File: config.mk
export PLATFORM = sky130hd
export DESIGN_NAME = timer_sched
export DESIGN_NICKNAME = d
export VERILOG_FILES = /design/src/rtl/timer_sched.sv
export SDC_FILE = /design/constraint.sdc
export NUM_CORES = 1
export LEC_CHECK = 0
export BUFFER_PORTS_ARGS = -buffer_cell sky130_fd_sc_hd__buf_2
export CAP_MARGIN = 20
export CORE_MARGIN = 2
export CORE_UTILIZATION = 50
export DETAILED_ROUTE_END_ITERATION = 7
export MAX_ROUTING_LAYER = met4
export PLACE_DENSITY = 0.68
export RECOVER_POWER = 100
export SLEW_MARGIN = 20
export SYNTH_ARGS = -nofsm -noshare
export SYNTH_HDL_FRONTEND = slang
export SYNTH_SLANG_ARGS = --single-unit
File: constraint.sdc
create_clock -name clk -period 6 [get_ports clk]
set_clock_uncertainty 0.15 [all_clocks]
set_input_delay 0.6 -clock clk [delete_from_list [all_inputs] [get_ports clk]]
set_output_delay 0.6 -clock clk [all_outputs]
set_load 0.02 [all_outputs]
File: src/rtl/timer_sched.sv
// timer_sched: multi-channel one-shot deadline scheduler sharing one prescaled tick.
// Optional periodic reload per channel is enabled with `define TIMER_SCHED_PERIODIC_EN.
module timer_sched #(
  parameter int NumChannels    = 4,
  parameter int DelayWidth     = 16,
  parameter int PrescalerWidth = 4
) (
  input  logic                           clk,
  input  logic                           reset,
  input  logic                           enable,
  input  logic [PrescalerWidth-1:0]      prescaler,
  input  logic                           cfg_we,
  input  logic [$clog2(NumChannels)-1:0] cfg_ch,
  input  logic                           cfg_arm,
  input  logic [DelayWidth-1:0]          cfg_delay,
`ifdef TIMER_SCHED_PERIODIC_EN
  input  logic                           cfg_periodic,
`endif
  input  logic [NumChannels-1:0]         pending_clear,
  output logic [NumChannels-1:0]         pending,
  output logic [NumChannels-1:0]         armed,
  output logic                           irq,
  output logic [$clog2(NumChannels)-1:0] next_ch,
  output logic                           next_valid,
  output logic                           tick
);

  localparam int ChW  = $clog2(NumChannels);
  localparam int CntW = 2 ** PrescalerWidth;

  typedef enum logic {
    IDLE,
    SCAN
  } scan_state_t;

  logic [CntW-1:0]       pre_cnt;
  logic [CntW-1:0]       tick_limit;

  logic [DelayWidth-1:0] remaining [NumChannels];
  logic [NumChannels-1:0] cfg_hit;
  logic [NumChannels-1:0] expire;

`ifdef TIMER_SCHED_PERIODIC_EN
  logic [DelayWidth-1:0]  period [NumChannels];
  logic [NumChannels-1:0] periodic;
`endif

  scan_state_t           state_q, state_d;
  logic [ChW-1:0]        scan_idx_q, scan_idx_d;
  logic [DelayWidth-1:0] best_rem_q, best_rem_d;
  logic [ChW-1:0]        best_ch_q, best_ch_d;
  logic                  found_q, found_d;
  logic [ChW-1:0]        next_ch_d;
  logic                  next_valid_d;
  logic                  take;
  logic [DelayWidth-1:0] cur_rem;

  // The >= compare lets a lowered prescaler fire on the next cycle instead of wrapping.
  assign tick_limit = (CntW'(1) << prescaler) - CntW'(1);
  assign tick       = enable && !reset && (pre_cnt >= tick_limit);
  assign irq        = |pending;

  always_ff @(posedge clk) begin
    if (reset || !enable || tick) begin
      pre_cnt <= '0;
    end else begin
      pre_cnt <= pre_cnt + CntW'(1);
    end
  end

  always_comb begin
    cfg_hit = '0;
    expire  = '0;
    for (int i = 0; i < NumChannels; i++) begin
      cfg_hit[i] = cfg_we && (cfg_ch == ChW'(i));
      expire[i]  = !cfg_hit[i] && tick && armed[i] && (remaining[i] <= DelayWidth'(1));
    end
  end

  // A configuration write takes priority over a tick landing in the same cycle.
  always_ff @(posedge clk) begin
    if (reset) begin
      pending <= '0;
      armed   <= '0;
      for (int i = 0; i < NumChannels; i++) begin
        remaining[i] <= '0;
`ifdef TIMER_SCHED_PERIODIC_EN
        period[i]    <= '0;
`endif
      end
`ifdef TIMER_SCHED_PERIODIC_EN
      periodic <= '0;
`endif
    end else begin
      pending <= expire | (pending & ~pending_clear);
      for (int i = 0; i < NumChannels; i++) begin
        if (cfg_hit[i]) begin
          if (cfg_arm) begin
            remaining[i] <= cfg_delay;
            armed[i]     <= 1'b1;
`ifdef TIMER_SCHED_PERIODIC_EN
            period[i]    <= cfg_delay;
            periodic[i]  <= cfg_periodic;
`endif
          end else begin
            remaining[i] <= '0;
            armed[i]     <= 1'b0;
`ifdef TIMER_SCHED_PERIODIC_EN
            periodic[i]  <= 1'b0;
`endif
          end
        end else if (expire[i]) begin
`ifdef TIMER_SCHED_PERIODIC_EN
          if (periodic[i]) begin
            remaining[i] <= (period[i] == '0) ? DelayWidth'(1) : period[i];
          end else begin
            remaining[i] <= '0;
            armed[i]     <= 1'b0;
          end
`else
          remaining[i] <= '0;
          armed[i]     <= 1'b0;
`endif
        end else if (tick && armed[i]) begin
          remaining[i] <= remaining[i] - DelayWidth'(1);
        end
      end
    end
  end

  // Scanner: one channel per cycle; ties keep the lower index because only a strictly
  // smaller remaining count replaces the current best.
  always_comb begin
    state_d      = state_q;
    scan_idx_d   = scan_idx_q;
    best_rem_d   = best_rem_q;
    best_ch_d    = best_ch_q;
    found_d      = found_q;
    next_ch_d    = next_ch;
    next_valid_d = next_valid;
    take         = 1'b0;
    cur_rem      = remaining[scan_idx_q];
    case (state_q)
      IDLE: begin
        state_d    = SCAN;
        scan_idx_d = '0;
        found_d    = 1'b0;
      end
      SCAN: begin
        take = armed[scan_idx_q] && (!found_q || (cur_rem < best_rem_q));
        if (take) begin
          best_rem_d = cur_rem;
          best_ch_d  = scan_idx_q;
          found_d    = 1'b1;
        end
        if (scan_idx_q == ChW'(NumChannels - 1)) begin
          next_valid_d = found_q || take;
          if (found_q || take) begin
            next_ch_d = take ? scan_idx_q : best_ch_q;
          end
          scan_idx_d = '0;
          found_d    = 1'b0;
        end else begin
          scan_idx_d = scan_idx_q + ChW'(1);
        end
      end
      default: begin
        state_d = IDLE;
      end
    endcase
  end

  always_ff @(posedge clk) begin
    if (reset) begin
      state_q    <= IDLE;
      scan_idx_q <= '0;
      best_rem_q <= '0;
      best_ch_q  <= '0;
      found_q    <= 1'b0;
      next_ch    <= '0;
      next_valid <= 1'b0;
    end else begin
      state_q    <= state_d;
      scan_idx_q <= scan_idx_d;
      best_rem_q <= best_rem_d;
      best_ch_q  <= best_ch_d;
      found_q    <= found_d;
      next_ch    <= next_ch_d;
      next_valid <= next_valid_d;
    end
  end

endmodule

==> results.md, run 1 <==
* Run status: finished with violations
* Failing checks: max-capacitance violations, max-slew violations
* Largest voltage drop on the vdd net at 0.257 mV
* Power density over the cells at 265 mW/mm2
* Fillers at 1312
* Final Net Count at 914
* Via count of the first global-routing pass at 6323
* Max clock buf depth at 2
* Number of enable-type register cells in the synthesized netlist at 64
* H-Tree Level Count at 4
* Hold Vio Cnt, Final at 0
* Final Worst Setup Slack at 0.939 ns
* Setup TNS Final at 0 ns
* Setup repair after global routing missed its margin: false
* Classification of the worst setup path: in -> out
* Combined global-route utilization of all metal layers at 28.7%
* Die X-Extent at 126 um
* Most frequent standard cell in the layout excluding fill and tap cells: sky130_fd_sc_hd__nor2_1
* Gpl congestion at 0.974
* Port-buffer cells at 43
* Gate Count Post-Synth at 806
* Max-Slew Margin vs Limit at -14.3%
* Wire length of the first global-routing pass at 34300 um
* Highest attainable clock frequency at 198 MHz
* Final setup violation count at 0
* Cell area after placement at 0.00776 mm2
* Critical path fanouts, max at 16
* Share of flip-flops with an asynchronous set or reset after synthesis at 0%
* Category of the worst setup path capture point: primary output
* Kind of start point of the critical path: input pin
* Top library cells by usage in the layout, fill and taps aside: sky130_fd_sc_hd__nor2_1 (92), sky130_fd_sc_hd__nand2_1 (81), sky130_fd_sc_hd__edfxtp_1 (64), sky130_fd_sc_hd__o21ai_0 (55), sky130_fd_sc_hd__dfxtp_1 (49)
* Antenna Diode Count at 0
* Post-synth top area cell: sky130_fd_sc_hd__edfxtp_1
* Vias after detailed routing at 6538
* Half-perimeter wire length after placement at 15700 um
* Type of the tightest min-delay check: in -> reg
* Total number of placement rows at 44
* Final non-filler cell area at 0.00834 mm2
* Cell area after technology mapping at 0.00746 mm2
* Top_reg_cell synth: sky130_fd_sc_hd__edfxtp_1
* Register bit total from synthesis at 113
* Global-route congestion overflow total at 0
* Number of DRC markers in iteration 0 at 680
* Total Die Area at 0.0159 mm2
* Average size of a mapped cell at 9.25 um2
* Leakage at 0.00299 uW
* Antenna Nets Post-Route at 0
* Area growth from synthesis to layout at 11.9%
* Required time of the critical path at 5.25 ns
* Initial DRT Pass Iterations at 6
* Vias per cell at 6.30
* Share of post-route cells with drive strength above 1 at 9.13%
* Final routed DRC violation total at 0
* WL final at 21500 um
* Slew @ Worst Pin at 1.72 ns
* Synth top area cells: sky130_fd_sc_hd__edfxtp_1 (26%), sky130_fd_sc_hd__dfxtp_1 (13%), sky130_fd_sc_hd__ha_1 (7.0%), sky130_fd_sc_hd__nor2_1 (4.7%), sky130_fd_sc_hd__xnor2_1 (4.5%)
* Number of ports placed on the die boundary at 44
* Slew Limit Fails at 35
* Area share of the largest cell type after synthesis at 25.8%
* Root buffer cell: sky130_fd_sc_hd__clkbuf_16
* Maximum number of pins on one net before global-route repair at 35
* Sink Count at 113
* Synth unique cells at 60
* Max_cap viols at 1
* Number of cells upsized or downsized after cts at 0
* Per-cell routed wire length at 20.7 um
* Post-CTS clock slew at the launch and capture registers of the worst setup and hold paths at 0.05 ns
* # Post-CTS Setup Buffers at 0
* Portion of the post-synthesis area used by sequential elements at 38.9%
* Initial Utilization at 51.3%
* CORE AREA at 0.0145 mm2
* Initial antenna violation count at 0
* Place WS at 1.00 ns
* Yosys warning total at 0
* Data arrival at the endpoint of the critical path at 4.31 ns
* Syn_nets at 879
* Final Cycle Share at 84.3%
* Time the final worst path needs with I/O delays and setup at 5.06 ns
* TritonCTS clock tree: done
* Chip height at 126 um
* Final total power at 2210 uW
* TritonCTS Buffers at 17
* Clock latency on the worst-skew pair at 0.42 ns
* Cts hold-fix bufs at 0
metrics by stage:
step | util [%] | instances | hold WS [ns]
after floorplan | - | 806 | 0.291
after global placement | 53.4 | 1005 | 0.312
after detailed placement | 53.4 | 1006 | 0.322
after CTS | 57.7 | 1038 | 0.229
after global routing | 57.4 | 1038 | 0.239
final | 57.4 | 1038 | 0.236
worst paths after layout:
kind                                          startpoint                          end  slack, ns  cells past startpoint
worst max-delay path                        prescaler[2]                         tick       0.94                     14
worst min-delay path                    pending_clear[3]        pending[3]$_SDFF_PP0_       0.24                      2
worst max register to register  scan_idx_q[0]$_SDFF_PP0_  best_rem_q[10]$_SDFFE_PP0P_       1.20                      9
worst min register to register     pre_cnt[0]$_SDFF_PP0_        pre_cnt[0]$_SDFF_PP0_       0.33                      1
routing by layer:
layer  share of wire (%)  global-route usage [%]
met4                 3.6                    11.2
met2                  45                    42.9
met5                   0                       -
met1                  42                    38.3
met3                 9.5                    6.07
final cells by class:
type	instances	area (um2)	area share (%)
Inverter	31	116	1.39
Sequential cell	113	2900	34.8
Tap cell	184	230	2.76
Multi-Input combinational cell	626	4220	50.6
Clock buffer	18	429	5.14
Timing Repair Buffer	52	246	2.95
Clock inverter	14	194	2.32
synth_stat cells (3+ instances only):
cell type                  number
sky130_fd_sc_hd__a21oi_1       44
sky130_fd_sc_hd__a31oi_1        6
sky130_fd_sc_hd__a32oi_1        3
sky130_fd_sc_hd__and2_1         3
sky130_fd_sc_hd__and3_1        13
sky130_fd_sc_hd__buf_1          6
sky130_fd_sc_hd__clkbuf_1      23
sky130_fd_sc_hd__dfxtp_1       49
sky130_fd_sc_hd__edfxtp_1      64
sky130_fd_sc_hd__ha_1          42
sky130_fd_sc_hd__inv_1         31
sky130_fd_sc_hd__mux2i_1       20
sky130_fd_sc_hd__mux4_1         8
sky130_fd_sc_hd__mux4_2         9
sky130_fd_sc_hd__nand2_1       81
sky130_fd_sc_hd__nand2b_1       5
sky130_fd_sc_hd__nand3_1       36
sky130_fd_sc_hd__nand4_1       17
sky130_fd_sc_hd__nand4b_1       3
sky130_fd_sc_hd__nor2_1        93
sky130_fd_sc_hd__nor2b_1        4
sky130_fd_sc_hd__nor3_1        27
sky130_fd_sc_hd__nor4_1        13
sky130_fd_sc_hd__o211ai_1      25
sky130_fd_sc_hd__o21ai_0       54
sky130_fd_sc_hd__o31ai_1        3
sky130_fd_sc_hd__or3_1          7
sky130_fd_sc_hd__or4_1          6
sky130_fd_sc_hd__xnor2_1       38
sky130_fd_sc_hd__xor2_1        29
registers in the layout (all words and copies together), names as in the netlist:
register and flops:
pending 4, armed 4, best_rem_q 16, state_q 1
pre_cnt 16, next_valid 1, next_ch 2, remaining 64
scan_idx_q 2, best_ch_q 2, found_q 1
cell families after synthesis:
family / Yosys count / synth area share [%]
simple gates: 321 / 20.6
compound gates: 158 / 13.0
flops: 113 / 38.9
xor+xnor: 67 / 7.87
buf+inv: 67 / 4.34
fa+ha+maj: 42 / 7.05
mux: 37 / 8.22
other cells: 1 / 0.0503
power breakdown:
group	internal [uW]	total, uW	switching (uW)
logic	90.3	226	135
clock network	727	1090	361
registers	849	895	46.0
total	1670	2210	542
critical path, cell delays in order:
cell and delay, ns:
sky130_fd_sc_hd__clkbuf_1 0.24, sky130_fd_sc_hd__nor2_1 0.40, sky130_fd_sc_hd__nand2_1 0.14, sky130_fd_sc_hd__ha_1 0.33
sky130_fd_sc_hd__or2_2 0.35, sky130_fd_sc_hd__o21ai_0 0.16, sky130_fd_sc_hd__a2bb2oi_1 0.10, sky130_fd_sc_hd__ha_1 0.29
sky130_fd_sc_hd__nand4_1 0.12, sky130_fd_sc_hd__nor2_1 0.11, sky130_fd_sc_hd__o2111ai_1 0.14, sky130_fd_sc_hd__o211ai_1 0.77
sky130_fd_sc_hd__and2_0 0.25, sky130_fd_sc_hd__clkbuf_1 0.30
Note: power is estimated with default switching activity, not from simulation.
==> run 2: changes to the inputs <==
==> constraint.sdc (replaced) <==
create_clock -name clk -period 5.1 [get_ports clk]
set_clock_uncertainty 0.15 [all_clocks]
set_input_delay 0.51 -clock clk [delete_from_list [all_inputs] [get_ports clk]]
set_output_delay 0.51 -clock clk [all_outputs]
set_load 0.02 [all_outputs]
==> run 2 against run 1 <==
The run still ends with max-capacitance violations, max-slew violations left. Worst setup slack got worse by 0.26 ns. Sequential share of layout area grew 0.19 points. Register-to-register slack got worse by 0.39 ns. Utilization decreased by 0.31 points. Wire length about the same. Hold slack got worse by 0.085 ns.
==> results.md, run 2 (synthesis gave the netlist of run 1 again) <==
* Data arrival at the endpoint of the critical path at 3.76 ns (was 4.31 ns)
* Vias after detailed routing at 6606 (was 6538)
* Vias per cell at 6.36 (was 6.30)
* Final Cycle Share at 86.6%
* Type of the tightest min-delay check: in -> reg (unchanged)
* Antenna Diode Count at 0 (unchanged)
* Setup repair after global routing missed its margin: false (unchanged)
* Flip-flop count of the largest register, all copies and words added at 64 (unchanged)
* Post-CTS clock slew at the launch and capture registers of the worst setup and hold paths at 0.05 ns (about the same)
* WL final at 21500 um (about the same)
* Number of cells upsized or downsized after cts at 0 (unchanged)
* Number of ports placed on the die boundary at 44 (unchanged)
* Final Net Count at 915 (was 914)
* Port-buffer cells at 43 (unchanged)
* Global-route congestion overflow total at 0 (unchanged)
* Total Die Area at 0.0159 mm2 (unchanged)
* # Post-CTS Setup Buffers at 0 (unchanged)
* Final setup violation count at 0 (unchanged)
* Half-perimeter wire length after placement at 16000 um (was 15700 um)
* R2R Setup Slk at 0.81 ns (was 1.20 ns)
* Cell-by-cell trace of the critical path: clkbuf_1 > nor2_1 > nand3_1 > ha_1 > or2_2 > o21ai_0 > a2bb2oi_1 > ha_1 > nand4_1 > nor2_1 > o2111ai_1 > o211ai_1 > and2_0 > clkbuf_1 (was clkbuf_1 > nor2_1 > nand2_1 > ha_1 > or2_2 > o21ai_0 > a2bb2oi_1 > ha_1 > nand4_1 > nor2_1 > o2111ai_1 > o211ai_1 > and2_0 > clkbuf_1)
* Area growth from synthesis to layout at 11.3% (was 11.9%)
* Cts hold-fix bufs at 0 (unchanged)
* Worst reg2reg path startpoint: scan_idx_q[0]$_SDFF_PP0_ (unchanged)
* Root buffer cell: sky130_fd_sc_hd__clkbuf_16 (unchanged)
* H-Tree Level Count at 4 (unchanged)
* Category of the worst setup path capture point: primary output (unchanged)
* Initial antenna violation count at 0 (unchanged)
* Antenna Nets Post-Route at 0 (unchanged)
* Fillers at 1303 (was 1312)
* Worst Hold Path EP: pending[3]$_SDFF_PP0_ (unchanged)
* Hold depth at 2 (unchanged)
* Bufs and invs on worst path at 2 (unchanged)
* Classification of the worst setup path: in -> out (unchanged)
* Run status: finished with violations (unchanged)
* Failing checks: max-capacitance violations, max-slew violations (unchanged)
* Combined global-route utilization of all metal layers at 28.4% (was 28.7%)
* Setup TNS Final at 0 ns (unchanged)
* Power density over the cells at 290 mW/mm2 (was 265 mW/mm2)
* Via count of the first global-routing pass at 6185 (was 6323)
* Biggest regs: remaining: 64 flops, best_rem_q: 16 flops, pre_cnt: 16 flops (unchanged)
* Top library cells by usage in the layout, fill and taps aside: sky130_fd_sc_hd__nor2_1 (92), sky130_fd_sc_hd__nand2_1 (81), sky130_fd_sc_hd__edfxtp_1 (64), sky130_fd_sc_hd__o21ai_0 (55), sky130_fd_sc_hd__dfxtp_1 (49) (unchanged)
* Leakage at 0.00297 uW (was 0.00299 uW)
* Die X-Extent at 126 um (unchanged)
* Initial DRT Pass Iterations at 6 (unchanged)
* Kind of start point of the critical path: input pin (unchanged)
* Share of post-route cells with drive strength above 1 at 9.47% (was 9.13%)
* CORE AREA at 0.0145 mm2 (unchanged)
* Highest attainable clock frequency at 226 MHz
* Maximum number of pins on one net before global-route repair at 35 (unchanged)
* Critical path fanouts, max at 16 (unchanged)
* R2r worst-path depth at 9 (unchanged)
* Gpl congestion at 0.988 (was 0.974)
* Largest voltage drop on the vdd net at 0.244 mV (was 0.257 mV)
* Worst hold margin at 0.151 ns (was 0.236 ns)
* Wire length of the first global-routing pass at 33900 um (was 34300 um)
* Clock latency on the worst-skew pair at 0.42 ns (about the same)
* Per-cell routed wire length at 20.7 um (about the same)
* Max stage delay cell, worst path: sky130_fd_sc_hd__nor2_1 (was sky130_fd_sc_hd__o211ai_1)
* Most frequent standard cell in the layout excluding fill and tap cells: sky130_fd_sc_hd__nor2_1 (unchanged)
* Min-delay src: pending_clear[3] (unchanged)
* Max_cap viols at 1 (unchanged)
* TritonCTS clock tree: done (unchanged)
* Most flop-heavy register: remaining (unchanged)
* Dominant delay contributor by cell family on the critical path: simple AND/OR/NAND/NOR gates (unchanged)
* Number of DRC markers in iteration 0 at 634 (was 680)
* Time the final worst path needs with I/O delays and setup at 4.42 ns
* Finished Core Util at 57.1% (was 57.4%)
* Required time of the critical path at 4.44 ns (was 5.25 ns)
* Initial Utilization at 51.3% (unchanged)
* Chip height at 126 um (unchanged)
* TritonCTS Buffers at 17 (unchanged)
* Final routed DRC violation total at 0 (unchanged)
* Max clock buf depth at 2 (unchanged)
* End of the worst register-to-register path: best_rem_q[8]$_SDFFE_PP0P_ (was best_rem_q[10]$_SDFFE_PP0P_)
* Sink Count at 113 (unchanged)
* Slew Limit Fails at 35 (unchanged)
* Hold Vio Cnt, Final at 0 (unchanged)
* Total number of placement rows at 44 (unchanged)
* Max-Slew Margin vs Limit at -8.37% (was -14.3%)
* Slew @ Worst Pin at 1.63 ns (was 1.72 ns)
* Max stage delay on crit path at 0.37 ns (was 0.77 ns)
## run 2: report_power, final
part / total, uW / switching, uW / internal, uW
logic: 265 / 157 / 107
registers: 1060 / 57.9 / 999
clock network: 1080 / 402 / 682
## run 2: area by class of cell
class | count | area [um2] | share of cell area, %
clock inverters | 6 | 30.0 | 0.362
clock buffers | 26 | 510 | 6.15
flip-flops and latches | 113 | 2900 | 35.0
inverters | 31 | 116 | 1.40
multi-input cells | 626 | 4230 | 51.0
repair buffers | 53 | 277 | 3.33
well taps | 184 | 230 | 2.77
## run 2: how the worst max path moves through the flow
stage                      start                       endpoint  slack, ns  depth (start not counted)
finish              prescaler[2]                           tick       0.68                         14
global route        prescaler[2]                           tick       0.38                         14
CTS                 prescaler[2]                           tick       0.94                         14
detailed placement  prescaler[2]      remaining[3][8]$_DFFE_PP_       0.62                         15
global placement    prescaler[2]  remaining[2][0]$_SDFFCE_PN0P_       0.81                         14
floorplan           prescaler[0]  remaining[1][0]$_SDFFCE_PN0P_       0.35                         17
## run 2: routing by layer
metal  vias up  wire (um)  global-route usage [%]
met1      3153       9110                    37.7
met4         0        679                    11.0
li1       3049          -                       -
met3        50       2200                    8.03
met2       354       9480                    41.4
met5         -          0                       -
## run 2: metrics by stage
stage	std cells	setup WS [ns]	instance area (um2)	power, uW
2_1_floorplan	806	0.350	7460	1230
3_3_place_gp	1007	0.815	7780	1320
3_5_place_dp	1007	0.620	7780	1330
4_1_cts	1039	0.942	8320	2410
5_1_grt	1039	0.377	8300	2490
6_report	1039	0.683	8300	2410
==> run 3: changes to the inputs <==
--- a/config.mk
+++ b/config.mk
@@ -12,7 +12,7 @@
 export DETAILED_ROUTE_END_ITERATION = 7
 export MAX_ROUTING_LAYER = met4
 export PLACE_DENSITY = 0.68
-export RECOVER_POWER = 100
+export RECOVER_POWER = 25
 export SLEW_MARGIN = 20
 export SYNTH_ARGS = -nofsm -noshare
 export SYNTH_HDL_FRONTEND = slang
==> run 3 against run 2 <==
The run still ends with max-capacitance violations, max-slew violations left. Flip-flop and latch count is the same. Die area is the same. Utilization is essentially flat. Power grew 0.11%. Clock power is essentially flat. First-iteration DRC count shrank 2.5%. Register-to-register slack is essentially flat. Maximum frequency grew 3.0%. Non-clock buffer count is the same. Global-route usage is the same. Critical path depth is the same. Critical endpoint unchanged.
==> results.md, run 3 (synthesis gave the netlist of run 1 again) <==
* Die X-Extent at 126 um (unchanged)
* Area of the multi-input gates at 0.00423 mm2 (unchanged)
* Flip-flop count of the largest register, all copies and words added at 64 (unchanged)
* Final Cycle Share at 84.0% (was 86.6%)
* Post-CTS clock slew at the launch and capture registers of the worst setup and hold paths at 0.05 ns (about the same)
* Type of the tightest min-delay check: in -> reg (unchanged)
* Wire length of the first global-routing pass at 33900 um (unchanged)
* Finished Core Util at 57.1% (about the same)
* Cts hold-fix bufs at 0 (unchanged)
* Number of DRC markers in iteration 0 at 618 (was 634)
* Global-route congestion overflow total at 0 (unchanged)
* Required time of the critical path at 4.44 ns (about the same)
* Worst reg2reg path startpoint: scan_idx_q[0]$_SDFF_PP0_ (unchanged)
* Final routed DRC violation total at 0 (unchanged)
* Data arrival at the endpoint of the critical path at 3.63 ns (was 3.76 ns)
* Via count of the first global-routing pass at 6185 (unchanged)
* Max clock buf depth at 2 (unchanged)
* TritonCTS clock tree: done (unchanged)
* TritonCTS Buffers at 17 (unchanged)
* Failing checks: max-capacitance violations, max-slew violations (unchanged)
* Slew Limit Fails at 35 (unchanged)
* Initial DRT Pass Iterations at 6 (unchanged)
* Fillers at 1302 (was 1303)
* Vias per cell at 6.30 (was 6.36)
* Classification of the worst setup path: in -> out (unchanged)
* Total number of placement rows at 44 (unchanged)
* Combined global-route utilization of all metal layers at 28.4% (unchanged)
* Antenna Diode Count at 0 (unchanged)
* FF+latch area at 0.00290 mm2 (unchanged)
* Initial Utilization at 51.3% (unchanged)
* Biggest regs: remaining: 64 flops, best_rem_q: 16 flops, pre_cnt: 16 flops (unchanged)
* Start point of the critical path: prescaler[2] (unchanged)
* Max_cap viols at 1 (unchanged)
* Antenna Nets Post-Route at 0 (unchanged)
* Max stage delay on crit path at 0.36 ns (was 0.37 ns)
* Most frequent standard cell in the layout excluding fill and tap cells: sky130_fd_sc_hd__nor2_1 (unchanged)
* Vias after detailed routing at 6543 (was 6606)
* Termination of the worst setup path: tick (unchanged)
* Most flop-heavy register: remaining (unchanged)
* Highest attainable clock frequency at 233 MHz (was 226 MHz)
* Gpl congestion at 0.988 (unchanged)
* Initial antenna violation count at 0 (unchanged)
* Setup TNS Final at 0 ns (unchanged)
* R2r worst-path depth at 9 (unchanged)
* Number of ports placed on the die boundary at 44 (unchanged)
* WL final at 21500 um (about the same)
* Time the final worst path needs with I/O delays and setup at 4.29 ns (was 4.42 ns)
* Sink Count at 113 (unchanged)
* Setup repair after global routing missed its margin: false (unchanged)
* R2R Setup Slk at 0.81 ns (about the same)
* Hold Vio Cnt, Final at 0 (unchanged)
* Run status: finished with violations (unchanged)
* Final setup violation count at 0 (unchanged)
* Final Net Count at 915 (unchanged)
* Kind of start point of the critical path: input pin (unchanged)
* Cell-by-cell trace of the critical path: clkbuf_1 > nor2_1 > nand3_1 > ha_1 > or2_2 > o21ai_0 > a2bb2oi_1 > ha_1 > nand4_1 > nor2_1 > o2111ai_1 > o211ai_1 > and2_1 > buf_2 (was clkbuf_1 > nor2_1 > nand3_1 > ha_1 > or2_2 > o21ai_0 > a2bb2oi_1 > ha_1 > nand4_1 > nor2_1 > o2111ai_1 > o211ai_1 > and2_0 > clkbuf_1)
* Per-cell routed wire length at 20.7 um (about the same)
* Critical path fanouts, max at 16 (unchanged)
* Worst hold margin at 0.152 ns (was 0.151 ns)
* Min-delay src: pending_clear[3] (unchanged)
* Max stage delay cell, worst path: sky130_fd_sc_hd__nor2_1 (unchanged)
* H-Tree Level Count at 4 (unchanged)
* Category of the worst setup path capture point: primary output (unchanged)
* Leakage at 0.00298 uW (was 0.00297 uW)
* Max-Slew Margin vs Limit at -10.1% (was -8.37%)
* Half-perimeter wire length after placement at 16000 um (unchanged)
* CORE AREA at 0.0145 mm2 (unchanged)
* Largest voltage drop on the vdd net at 0.245 mV (was 0.244 mV)
* Clock latency on the worst-skew pair at 0.42 ns (about the same)
* Maximum number of pins on one net before global-route repair at 35 (unchanged)
* Top library cells by usage in the layout, fill and taps aside: sky130_fd_sc_hd__nor2_1 (92), sky130_fd_sc_hd__nand2_1 (81), sky130_fd_sc_hd__edfxtp_1 (64), sky130_fd_sc_hd__o21ai_0 (52), sky130_fd_sc_hd__dfxtp_1 (49) (was sky130_fd_sc_hd__nor2_1 (92), sky130_fd_sc_hd__nand2_1 (81), sky130_fd_sc_hd__edfxtp_1 (64), sky130_fd_sc_hd__o21ai_0 (55), sky130_fd_sc_hd__dfxtp_1 (49))
* Power density over the cells at 290 mW/mm2 (about the same)
* Root buffer cell: sky130_fd_sc_hd__clkbuf_16 (unchanged)
* End of the worst register-to-register path: best_rem_q[8]$_SDFFE_PP0P_ (unchanged)
* Port-buffer cells at 43 (unchanged)
* Area growth from synthesis to layout at 11.3% (about the same)
* Number of cells upsized or downsized after cts at 0 (unchanged)
* Slew @ Worst Pin at 1.65 ns (was 1.63 ns)
* Chip height at 126 um (unchanged)
* # Post-CTS Setup Buffers at 0 (unchanged)
* Share of post-route cells with drive strength above 1 at 9.71% (was 9.47%)
* Total Die Area at 0.0159 mm2 (unchanged)
==> run 3: cell types whose count changed in the layout (fill, tap and decap cells not counted), sizes merged <==
cell | previous run | this run
clkbuf | 43 | 41
buf | 36 | 38
==> run 3: how the worst min path moves through the flow <==
stage                            end  slack, ns  depth (start not counted)
5_1_grt        pending[3]$_SDFF_PP0_       0.14                          2
3_3_place_gp   pre_cnt[0]$_SDFF_PP0_       0.32                          1
6_report       pending[3]$_SDFF_PP0_       0.15                          2
2_1_floorplan  pre_cnt[0]$_SDFF_PP0_       0.29                          1
4_1_cts        pending[3]$_SDFF_PP0_       0.14                          2
3_5_place_dp   pre_cnt[0]$_SDFF_PP0_       0.33                          1
==> run 3: worst max-delay path, delay by kind of cell <==
kind	cells	cell delay [ns]
AO/OA/AOI/OAI	4	0.74
adder cells (fa/ha/maj)	2	0.63
buffers and inverters	2	0.44
AND/OR/NAND/NOR	6	1.31
==> run 3: area by class of cell <==
class                      instances  share of cell area (%)
sequential                       113                    35.0
tap                              184                    2.77
clock inverter                     6                   0.362
inverter                          31                    1.40
clock buffer                      26                    6.15
timing repair buffer              53                    3.39
multi-input combinational        626                    51.0
==> run 3: per-stage QoR <==
stage	cells	total power, uW	worst slack, ns	area, um2
final	1039	2410	0.814	8300
after global routing	1039	2490	0.423	8300
after CTS	1039	2410	0.942	8320
after detailed placement	1007	1330	0.620	7780
after global placement	1007	1320	0.815	7780
after floorplan	806	1230	0.350	7460
==> run 3: routing by layer <==
layer | vias up | global-route usage, % | part of all wire, % | wire [um]
met5 | - | - | 0 | 0
met1 | 3120 | 37.7 | 43 | 9210
met2 | 331 | 41.4 | 44 | 9450
met4 | 0 | 11.0 | 3.2 | 696
li1 | 3044 | - | - | -
met3 | 48 | 8.03 | 9.9 | 2140
==> run 3: power breakdown <==
group	internal [uW]	total, uW	switching (uW)
clock network	682	1090	404
registers	999	1060	57.9
logic	107	265	158
total	1790	2410	620
